**config.mk**
```make
export PLATFORM = sky130hd
export DESIGN_NAME = otter_io_timer_flat
export DESIGN_NICKNAME = d
export VERILOG_FILES = /design/src/rtl/otter_io_timer_pkg.sv /design/src/rtl/otter_io_timer_if.sv /design/src/rtl/otter_io_sync.sv /design/src/rtl/otter_io_timer.sv /design/src/flat_wrapper.sv
export SDC_FILE = /design/constraint.sdc
export NUM_CORES = 1
export LEC_CHECK = 0
export BUFFER_PORTS_ARGS = -buffer_cell sky130_fd_sc_hd__buf_2
export CAP_MARGIN = 10
export CORE_MARGIN = 4
export CORE_UTILIZATION = 62
export DETAILED_ROUTE_END_ITERATION = 12
export GPL_ROUTABILITY_DRIVEN = 1
export MAX_ROUTING_LAYER = met4
export PLACE_DENSITY = 0.92
export REMOVE_ABC_BUFFERS = 1
export SLEW_MARGIN = 20
export SYNTH_ARGS = -nofsm -noshare
export SYNTH_HDL_FRONTEND = slang
export SYNTH_SLANG_ARGS = --single-unit
export TNS_END_PERCENT = 1
```
**constraint.sdc**
```tcl
create_clock -name clk -period 3.82 [get_ports clk]
set_input_delay 0.382 -clock clk [delete_from_list [all_inputs] [get_ports clk]]
set_output_delay 0.382 -clock clk [all_outputs]
set_load 0.005 [all_outputs]
```
**src/rtl/otter_io_timer_pkg.sv**
```systemverilog
// -----------------------------------------------------------------------------
// otter_io_timer_pkg
// Purpose : Shared definitions for the OTTER IO/timer responder. These are the
//           register word offsets, the CTRL/STATUS layouts and the reset
//           constants. The RTL and the bench both import this package, so the
//           register map is defined in one place only.
// Ports   : none (package)
// -----------------------------------------------------------------------------
package otter_io_timer_pkg;

    // Word offsets within the 32-byte window (iobus_addr[4:2])
    localparam logic [2:0] OFF_GPIO_IN  = 3'd0;
    localparam logic [2:0] OFF_GPIO_OUT = 3'd1;
    localparam logic [2:0] OFF_CTRL     = 3'd2;
    localparam logic [2:0] OFF_PRESCALE = 3'd3;
    localparam logic [2:0] OFF_COMPARE  = 3'd4;
    localparam logic [2:0] OFF_COUNT    = 3'd5;
    localparam logic [2:0] OFF_STATUS   = 3'd6;
    localparam logic [2:0] OFF_RSVD     = 3'd7;

    // STATUS bit indices, used when decoding write-1-to-clear data
    localparam int STAT_MATCH = 0;
    localparam int STAT_CHG   = 1;

    // CTRL layout: bit 0 EN, 1 AUTORELOAD, 2 MATCH_IE, 3 CHG_IE
    typedef struct packed {
        logic chg_ie;
        logic match_ie;
        logic autoreload;
        logic en;
    } ctrl_t;

    // STATUS layout: bit 0 MATCH, bit 1 GPIO_CHG
    typedef struct packed {
        logic chg;
        logic match;
    } status_t;

    localparam ctrl_t       CTRL_RST    = '0;
    localparam status_t     STATUS_RST  = '0;
    localparam logic [31:0] COMPARE_RST = 32'hFFFF_FFFF;
    localparam logic [31:0] COUNT_RST   = 32'h0000_0000;

endpackage

```
**src/rtl/otter_io_timer_if.sv**
```systemverilog
// -----------------------------------------------------------------------------
// otter_io_timer_if
// Purpose : The hart's iobus, bundled as one interface.
// Signals : iobus_addr  byte address from the hart
//           iobus_out   write data (bytes the store does not cover are already zero)
//           iobus_wr    write qualifier, high for one cycle per store
//           iobus_in    read data returned to the hart (combinational)
// Modports: master (hart side), slave (IO responder side)
// -----------------------------------------------------------------------------
interface otter_io_timer_if;
    logic [31:0] iobus_addr;
    logic [31:0] iobus_out;
    logic        iobus_wr;
    logic [31:0] iobus_in;

    modport master (
        output iobus_addr,
        output iobus_out,
        output iobus_wr,
        input  iobus_in
    );

    modport slave (
        input  iobus_addr,
        input  iobus_out,
        input  iobus_wr,
        output iobus_in
    );
endinterface

```
**src/rtl/otter_io_sync.sv**
```systemverilog
// -----------------------------------------------------------------------------
// otter_io_sync
// Purpose : N-bit two-flop synchronizer for asynchronous inputs. Each bit is
//           synchronized on its own, so a multi-bit bus is not guaranteed to
//           be coherent in any single cycle.
// Ports   : clk    system clock
//           rst_n  asynchronous active-low reset (both stages cleared)
//           d_i    asynchronous input
//           q_o    synchronized output (2-cycle latency)
// -----------------------------------------------------------------------------
module otter_io_sync #(
    parameter int N = 1
) (
    input  logic         clk,
    input  logic         rst_n,
    input  logic [N-1:0] d_i,
    output logic [N-1:0] q_o
);

    logic [N-1:0] meta_q;
    logic [N-1:0] sync_q;

    always_ff @(posedge clk or negedge rst_n) begin
        if (!rst_n) begin
            meta_q <= '0;
            sync_q <= '0;
        end else begin
            meta_q <= d_i;
            sync_q <= meta_q;
        end
    end

    assign q_o = sync_q;

endmodule

```
**src/rtl/otter_io_timer.sv**
```systemverilog
// -----------------------------------------------------------------------------
// otter_io_timer
// Purpose : Memory-mapped IO responder on the OTTER iobus. It contains:
//           - GPIO input, synchronized, with change detection
//           - a GPIO output register
//           - a prescaled 32-bit timer with a compare register, in one-shot
//             or autoreload mode
//           - a registered level interrupt
//           Read data is combinational from the address and the registers.
//           Writes are full-word.
// Ports   : clk     system clock
//           rst_n   asynchronous active-low reset
//           bus     iobus (slave modport): addr / out / wr / in
//           gpio_i  asynchronous GPIO inputs (GPIO_W)
//           gpio_o  GPIO output register (GPIO_W)
//           irq     level interrupt, registered
// Map     : 0x00 GPIO_IN RO, 0x04 GPIO_OUT, 0x08 CTRL, 0x0C PRESCALE,
//           0x10 COMPARE, 0x14 COUNT, 0x18 STATUS (W1C), 0x1C reserved
// -----------------------------------------------------------------------------
module otter_io_timer
    import otter_io_timer_pkg::*;
#(
    parameter logic [31:0] BASE_ADDR = 32'h1100_0000,
    parameter int          GPIO_W    = 16,
    parameter int          PRE_W     = 16
) (
    input  logic                clk,
    input  logic                rst_n,
    otter_io_timer_if.slave     bus,
    input  logic [GPIO_W-1:0]   gpio_i,
    output logic [GPIO_W-1:0]   gpio_o,
    output logic                irq
);

    // ---------------------------------------------------------------- state
    logic [GPIO_W-1:0] gpio_q,     gpio_d;
    logic [GPIO_W-1:0] hist_q;
    ctrl_t             ctrl_q,     ctrl_d;
    logic [PRE_W-1:0]  prescale_q, prescale_d;
    logic [PRE_W-1:0]  pcnt_q,     pcnt_d;
    logic [31:0]       compare_q,  compare_d;
    logic [31:0]       count_q,    count_d;
    status_t           status_q,   status_d;
    logic              irq_q,      irq_d;

    logic [GPIO_W-1:0] gpio_sync;
    logic [31:0]       rdata;

    // ---------------------------------------------------------------- decode
    logic       hit;
    logic [2:0] off;
    logic       wr_en;
    logic       unused_addr_lsbs;

    assign hit   = (bus.iobus_addr[31:5] == BASE_ADDR[31:5]);
    assign off   = bus.iobus_addr[4:2];
    assign wr_en = hit & bus.iobus_wr;
    // Byte offset bits carry no meaning because every access is a full word.
    assign unused_addr_lsbs = ^bus.iobus_addr[1:0];

    // ---------------------------------------------------------------- input sync
    otter_io_sync #(
        .N (GPIO_W)
    ) u_sync (
        .clk   (clk),
        .rst_n (rst_n),
        .d_i   (gpio_i),
        .q_o   (gpio_sync)
    );

    // ---------------------------------------------------------------- next state
    logic tick;
    logic match_set;
    logic chg_set;

    always_comb begin
        gpio_d     = gpio_q;
        ctrl_d     = ctrl_q;
        prescale_d = prescale_q;
        compare_d  = compare_q;
        count_d    = count_q;
        status_d   = status_q;
        match_set  = 1'b0;

        tick    = ctrl_q.en && (pcnt_q == prescale_q);
        chg_set = (gpio_sync != hist_q);

        // Prescaler: it is held at zero while the timer is disabled, and a
        // CTRL write restarts the prescale period.
        if (!ctrl_q.en || tick || (wr_en && off == OFF_CTRL)) begin
            pcnt_d = '0;
        end else begin
            pcnt_d = pcnt_q + PRE_W'(1);
        end

        // Timer step on a tick. On a match, one-shot mode holds COUNT and
        // clears EN, while autoreload mode restarts from zero. A wrap from
        // all-ones back to zero does not raise any flag.
        if (tick) begin
            if (count_q == compare_q) begin
                match_set = 1'b1;
                if (ctrl_q.autoreload) begin
                    count_d = '0;
                end else begin
                    ctrl_d.en = 1'b0;
                end
            end else begin
                count_d = count_q + 32'd1;
            end
        end

        // Bus writes are applied after the timer step, so a write in the
        // same cycle overrides the timer's update of COUNT or EN.
        if (wr_en) begin
            case (off)
                OFF_GPIO_OUT: gpio_d     = bus.iobus_out[GPIO_W-1:0];
                OFF_CTRL:     ctrl_d     = ctrl_t'(bus.iobus_out[3:0]);
                OFF_PRESCALE: prescale_d = bus.iobus_out[PRE_W-1:0];
                OFF_COMPARE:  compare_d  = bus.iobus_out;
                OFF_COUNT:    count_d    = bus.iobus_out;
                OFF_STATUS: begin
                    if (bus.iobus_out[STAT_MATCH]) status_d.match = 1'b0;
                    if (bus.iobus_out[STAT_CHG])   status_d.chg   = 1'b0;
                end
                default: ;
            endcase
        end

        // A flag that sets in the same cycle as a write-1-to-clear stays set.
        if (match_set) status_d.match = 1'b1;
        if (chg_set)   status_d.chg   = 1'b1;

        irq_d = (status_q.match & ctrl_q.match_ie) | (status_q.chg & ctrl_q.chg_ie);
    end

    // ---------------------------------------------------------------- registers
    always_ff @(posedge clk or negedge rst_n) begin
        if (!rst_n) begin
            gpio_q     <= '0;
            hist_q     <= '0;
            ctrl_q     <= CTRL_RST;
            prescale_q <= '0;
            pcnt_q     <= '0;
            compare_q  <= COMPARE_RST;
            count_q    <= COUNT_RST;
            status_q   <= STATUS_RST;
            irq_q      <= 1'b0;
        end else begin
            gpio_q     <= gpio_d;
            hist_q     <= gpio_sync;
            ctrl_q     <= ctrl_d;
            prescale_q <= prescale_d;
            pcnt_q     <= pcnt_d;
            compare_q  <= compare_d;
            count_q    <= count_d;
            status_q   <= status_d;
            irq_q      <= irq_d;
        end
    end

    // ---------------------------------------------------------------- read mux
    always_comb begin
        rdata = '0;
        if (hit) begin
            case (off)
                OFF_GPIO_IN:  rdata[GPIO_W-1:0] = gpio_sync;
                OFF_GPIO_OUT: rdata[GPIO_W-1:0] = gpio_q;
                OFF_CTRL:     rdata[3:0]        = ctrl_q;
                OFF_PRESCALE: rdata[PRE_W-1:0]  = prescale_q;
                OFF_COMPARE:  rdata             = compare_q;
                OFF_COUNT:    rdata             = count_q;
                OFF_STATUS:   rdata[1:0]        = status_q;
                OFF_RSVD:     rdata             = '0;
                default:      rdata             = '0;
            endcase
        end
    end

    assign bus.iobus_in = rdata;
    assign gpio_o       = gpio_q;
    assign irq          = irq_q;

endmodule

```
**src/flat_wrapper.sv**
```systemverilog
// flat-port wrapper written by rule: the top's interface ports become plain ports
module otter_io_timer_flat import otter_io_timer_pkg::*;
#(
    parameter logic [31:0] BASE_ADDR = 32'h1100_0000,
    parameter int          GPIO_W    = 16,
    parameter int          PRE_W     = 16
)
  (clk, rst_n, gpio_i, gpio_o, irq, bus_iobus_addr, bus_iobus_out, bus_iobus_wr, bus_iobus_in);
  otter_io_timer_if bus_i ();
  input  logic clk;
  input  logic rst_n;
  input  logic [GPIO_W-1:0] gpio_i;
  output logic [GPIO_W-1:0] gpio_o;
  output logic irq;
  input wire logic [$bits(bus_i.iobus_addr)-1:0] bus_iobus_addr;
  input wire logic [$bits(bus_i.iobus_out)-1:0] bus_iobus_out;
  input wire logic [$bits(bus_i.iobus_wr)-1:0] bus_iobus_wr;
  output wire logic [$bits(bus_i.iobus_in)-1:0] bus_iobus_in;
  assign bus_i.iobus_addr = bus_iobus_addr;
  assign bus_i.iobus_out = bus_iobus_out;
  assign bus_i.iobus_wr = bus_iobus_wr;
  assign bus_iobus_in = bus_i.iobus_in;
  otter_io_timer #(.BASE_ADDR(BASE_ADDR), .GPIO_W(GPIO_W), .PRE_W(PRE_W)) u_core (.clk(clk), .rst_n(rst_n), .bus(bus_i), .gpio_i(gpio_i), .gpio_o(gpio_o), .irq(irq));
endmodule
```
# Yosys cells after proc, flatten, opt, wreduce, memory -nomap -nowiden
# Cells that the tools add are included.
# totals
input_bits,83
out_inout_bits,49
regBits,167
word_cells,74
# classes
muxes,24
bitwise_logic,4
addsub,2
n_eq_ne,11
reduce_logical,18
# ops
cell,count
$mux W32,6
$pmux W12 S5,1
$add A32 B1 Y32 const B,1
$eq A32 B32 Y1,1
$pmux W16 S2,1
$eq A27 B24 Y1 const B,1
$add A16 B1 Y16 const B,1
$eq A16 B16 Y1,1
$mux W16,1
$ne A16 B16 Y1,1
$pmux W2 S8,1
$eq A3 B3 Y1 const B,4
$pmux W2 S6,1
$reduce_bool A2 Y1,6
$mux W1,11
$reduce_and A2 Y1,4
$eq A3 B2 Y1 const B,2
$reduce_and A3 Y1,2
$mux W2,2
$and A1 B1 Y1,3
$eq A3 B1 Y1 const B,1
$logic_not A3 Y1,1
$logic_and A1 B1 Y1,2
$logic_or A1 B1 Y1,2
other kinds (2),2

# Logic depth before layout (Yosys ltp)
# depth
ltp_word,5
mapped_depth,9
ltp_nobuf,7

# Modules after synthesis
# From an unflattened synthesis, not the netlist that was laid out.
# hier_totals
hier_cells,829
area_unflattened_um2,8619.5
# modules_own_cells
module,seq_area_each_um2,n_inst,area_each_um2,cells_per_inst
otter_io_timer,3418.3,1,7818.7,797
otter_io_sync,800.8,1,800.8,32

# Least setup slack after synthesis
# No wires, ideal clock.
# synth_timing
path_type,input port to flip-flop
startpoint,in bus_iobus_addr[9]
endpoint,reg u_core.prescale_q[10]
path_buffers,2
required_ps,3695
setup_ps,125
t_arrival_ps,2354
cell_stages,7
setup_slack_ps,1341
path_cell_list,nor4_1 and4_1 clkbuf_1 nand3_1 nor3_1 buf_2 mux2_2
# synth_between
elab_chain_len,3
# synth_lines
item,line,rtl
start: declaration,flat_wrapper.sv:15,input wire logic [$bits(bus_i.iobus_addr)-1:0] bus_iobus_addr;
$eq A27 B24 Y1,otter_io_timer.sv:55,assign hit = (bus.iobus_addr[31:5] == BASE_ADDR[31:5]);
$and A1 B1 Y1,otter_io_timer.sv:57,assign wr_en = hit & bus.iobus_wr;
$reduce_and A2 Y1 (no source line),-,
end signal: assignment,otter_io_timer.sv:152,prescale_q <= prescale_d;
end: declaration,otter_io_timer.sv:39,"logic [PRE_W-1:0] prescale_q, prescale_d;"
# Every way passes these cells.
# A chain may end at the register's enable or synchronous reset.

# Worst setup path in the final report
# layout_timing
startpoint,reg u_core.count_q[5]
endpoint,reg u_core.count_q[24]
# layout_between
elab_chain_len,5
word_cells_on_any_way,6
classes_between,add/sub (1); eq/ne (1); mux (4)
# layout_lines
item,line,rtl
start: declaration,otter_io_timer.sv:42,"logic [31:0] count_q, count_d;"
start signal: assignment,otter_io_timer.sv:155,count_q <= count_d;
$add A32 B1 Y32 or $eq A32 B32 Y1 (tied branches),"otter_io_timer.sv:108, otter_io_timer.sv:100",
$mux W32 *,otter_io_timer.sv:100,if (count_q == compare_q) begin
$mux W32 *,otter_io_timer.sv:99,if (tick) begin
$mux W32,otter_io_timer.sv:115,case (off)
$mux W32 *,otter_io_timer.sv:114,if (wr_en) begin
net u_core.count_d[24],otter_io_timer.sv:42,
# The timed path passes the listed nets; every way through them passes the cells marked *.

==> metrics.txt <==
max_slew headroom 0.429; Power per Cell Area 382 mW/mm^2; RSZ-0062 raised after global routing no; Sw Share 0.258; area leader, netlist dfrtp_1; most frequent cells in the layout 135 x dfrtp_1, 128 x buf_2, 81 x mux2_2; EDFF count, synth 0; Top FF cell, synth dfrtp_1; via count 7546; top cell type's share of synthesized area 0.391; crit path DAT 3.22 ns; die height 126 microns; GRT Total Usage 0.325; worst skew pair latency 0.44 ns; # DRC 0; vias in the first global route 7274; WHS 0.0322 ns; worst hold path class in2async; overall power 3.85 mW; Antenna Cells 0; Clk pin slew, worst setup/hold paths 0.07 ns; Clk pwr share 0.460; Die ar. 0.0159 sq mm; yosys warns 0; RePlAce Congestion 0.916; Final #Nets 1015; Synth Cell Area 0.00865 sq mm; Detail Placement HPWL 16400 microns; utilization after layout 0.750; core area 0.0135 sq mm; commonest non-fill, non-tap cell in the layout dfrtp_1; first-pass GRT wire length 40000 microns; Post-synth ARST share 1.00; P&R area growth vs syn 16.6%; vias per inst 6.74; crit path launch type flip-flop; Post-CTS Resized 0; critical-path maximum fanout 11; max_cap viols 0; CTS tree built; setup violators final 0; router iterations before antenna repair 8; # port buffers 129; endpoints failing hold 0; Netlist cell types 60; synth top area cells dfrtp_1 39%, mux2_2 11%, dfstp_2 9.7%, xor2_1 7.4%, nor2_1 3.1%; final period utilization 0.763; area of the multi-input gates 0.00417 sq mm; Peak supply drop 366 uV; #FFs+latches synth 167; DRT Wirelength 24700 microns; P_sw 0.992 mW; I/O pin count 132; Req. time, crit path 4.13 ns; num rows 42; minimum clock period 2.91 ns; Int Power 2.85 mW; initial antenna violation count 0; Mapped Cells 827; Clock Sinks 167; fill count 856; DRT antenna net count 0; Max Clk Rate 0.343 GHz; Crit. End Element flip-flop; GRT Residual Overflow 0; reg2reg path depth 6; share of cells above drive strength 1 0.328; flop-to-flop setup slack 0.91 ns; die span in x 126 microns; Final Max Tran Viols 0; Seq pwr share 0.481; Setup CP Type reg2reg; Clock Path Buffers 2; post-route cell area 0.0101 sq mm; Initial Util 0.643; Worst-Margin Slew 0.849 ns; post-DR wirelength/cell 22.1 microns; Max Clock Skew 0.0118 ns; pin count of the biggest net entering global routing 92; cell leakage power 4.56 nW; cell chosen for the clock root clkbuf_16; CTS Buf Count 17; total negative setup slack 0 ns; CTS Hold Buffers Added 0; dpl cell area 0.00947 sq mm; Comb pwr share 0.059; status complete, no violations; Register Area 0.00422 sq mm; 1st-iter DRT viols 1257; syn avg cell area 10.5 sq um; Post CTS Setup Buffer Count 0; H-tree lvl count 4; sequential-to-total area share from yosys stat 0.488
metal layers:
metal  wire (microns)  track usage  vias up
met4              901        0.108        0
met5                0            -        -
li1                 -            -     3224
met3             2900       0.0830      103
met1             9380        0.432     3660
met2            11500        0.493      559
per-stage QoR:
| step | cells | setup WS (ns) |
|---|---|---|
| finish | 1119 | 0.906 |
| global route | 1119 | 0.819 |
| CTS | 1119 | 0.912 |
| detailed placement | 1087 | 0.814 |
| global placement | 1087 | 0.989 |
| floorplan | 763 | 0.242 |
worst max-delay path, cell delays in order, from the launching register on:
cell	delay, ns
dfrtp_1	0.49
xor2_1	0.21
nor4_1	0.56
and4_1	0.54
nand2_1	0.40
a2111oi_0	0.49
nor3_1	0.08
layout make-up:
cell class | instances | area share
multi-input cells | 581 | 0.413
inverters | 15 | 0.00558
repair buffers | 148 | 0.0800
flip-flops and latches | 167 | 0.418
well taps | 176 | 0.0218
clock inverters | 14 | 0.0171
clock buffers | 18 | 0.0436
final timing paths:
path	start	to
max	u_core.count_q[5]	u_core.count_q[24]
min	rst_n	u_core.count_q[13]
max reg2reg	u_core.count_q[5]	u_core.count_q[24]
min reg2reg	u_core.u_sync.meta_q[6]	u_core.u_sync.q_o[6]
max in group asynchronous	rst_n	u_core.compare_q[7]
min in group clk	gpio_i[10]	u_core.u_sync.meta_q[10]
logic make-up (layout without fill, tap and decap cells):
| logic type | count (synthesis) | in the layout | share of synthesized area |
|---|---|---|---|
| AND/OR/NAND/NOR | 265 | 265 | 0.162 |
| buffers and inverters | 79 | 195 | 0.0351 |
| multiplexers | 84 | 84 | 0.109 |
| XOR/XNOR | 78 | 78 | 0.0790 |
| flip-flops | 167 | 167 | 0.488 |
| AO/OA/AOI/OAI | 152 | 152 | 0.125 |
| adder cells (fa/ha/maj) | 2 | 2 | 0.00289 |
synthesized netlist by cell type, types with 3 or more instances:
cell      count
a21oi_1      28
a221oi_1      3
a222oi_1     12
a22o_1       14
a22oi_1      28
a31oi_1      14
and2_1        7
and3_1       11
and4_1       11
buf_1         4
buf_2         3
clkbuf_1     54
clkbuf_2      3
dfrtp_1     135
dfstp_2      32
inv_1        15
mux2_2       81
mux2i_1       3
nand2_1      49
nand3_1      23
nand3b_1      7
nand4_1      16
nor2_1       71
nor2b_1       4
nor3_1       15
nor4_1       26
nor4b_1       5
o21ai_0      24
o31ai_1       3
o41a_1        3
o41ai_1       3
or2_2         5
or4_1         3
xnor2_1       5
xor2_1       73
power by group through the flow:
stage / sequential, mW / clock, mW / combinational, mW
2_1_floorplan: 1.87 / 0 / 0.0852
3_3_place_gp: 1.88 / 0 / 0.212
3_5_place_dp: 1.88 / 0 / 0.220
4_1_cts: 1.85 / 1.78 / 0.224
5_1_grt: 1.85 / 1.86 / 0.248
6_report: 1.85 / 1.77 / 0.226
sequential cells by signal (all words and copies together), names as in the netlist, 2 cells and up:
signal                count
u_core.count_q           32
u_core.compare_q         32
u_core.status_q           2
u_core.gpio_o            16
u_core.hist_q            16
u_core.ctrl_q             4
u_core.u_sync.meta_q     16
u_core.u_sync.q_o        16
u_core.prescale_q        16
u_core.pcnt_q            16
(Power assumes the default switching activity.)
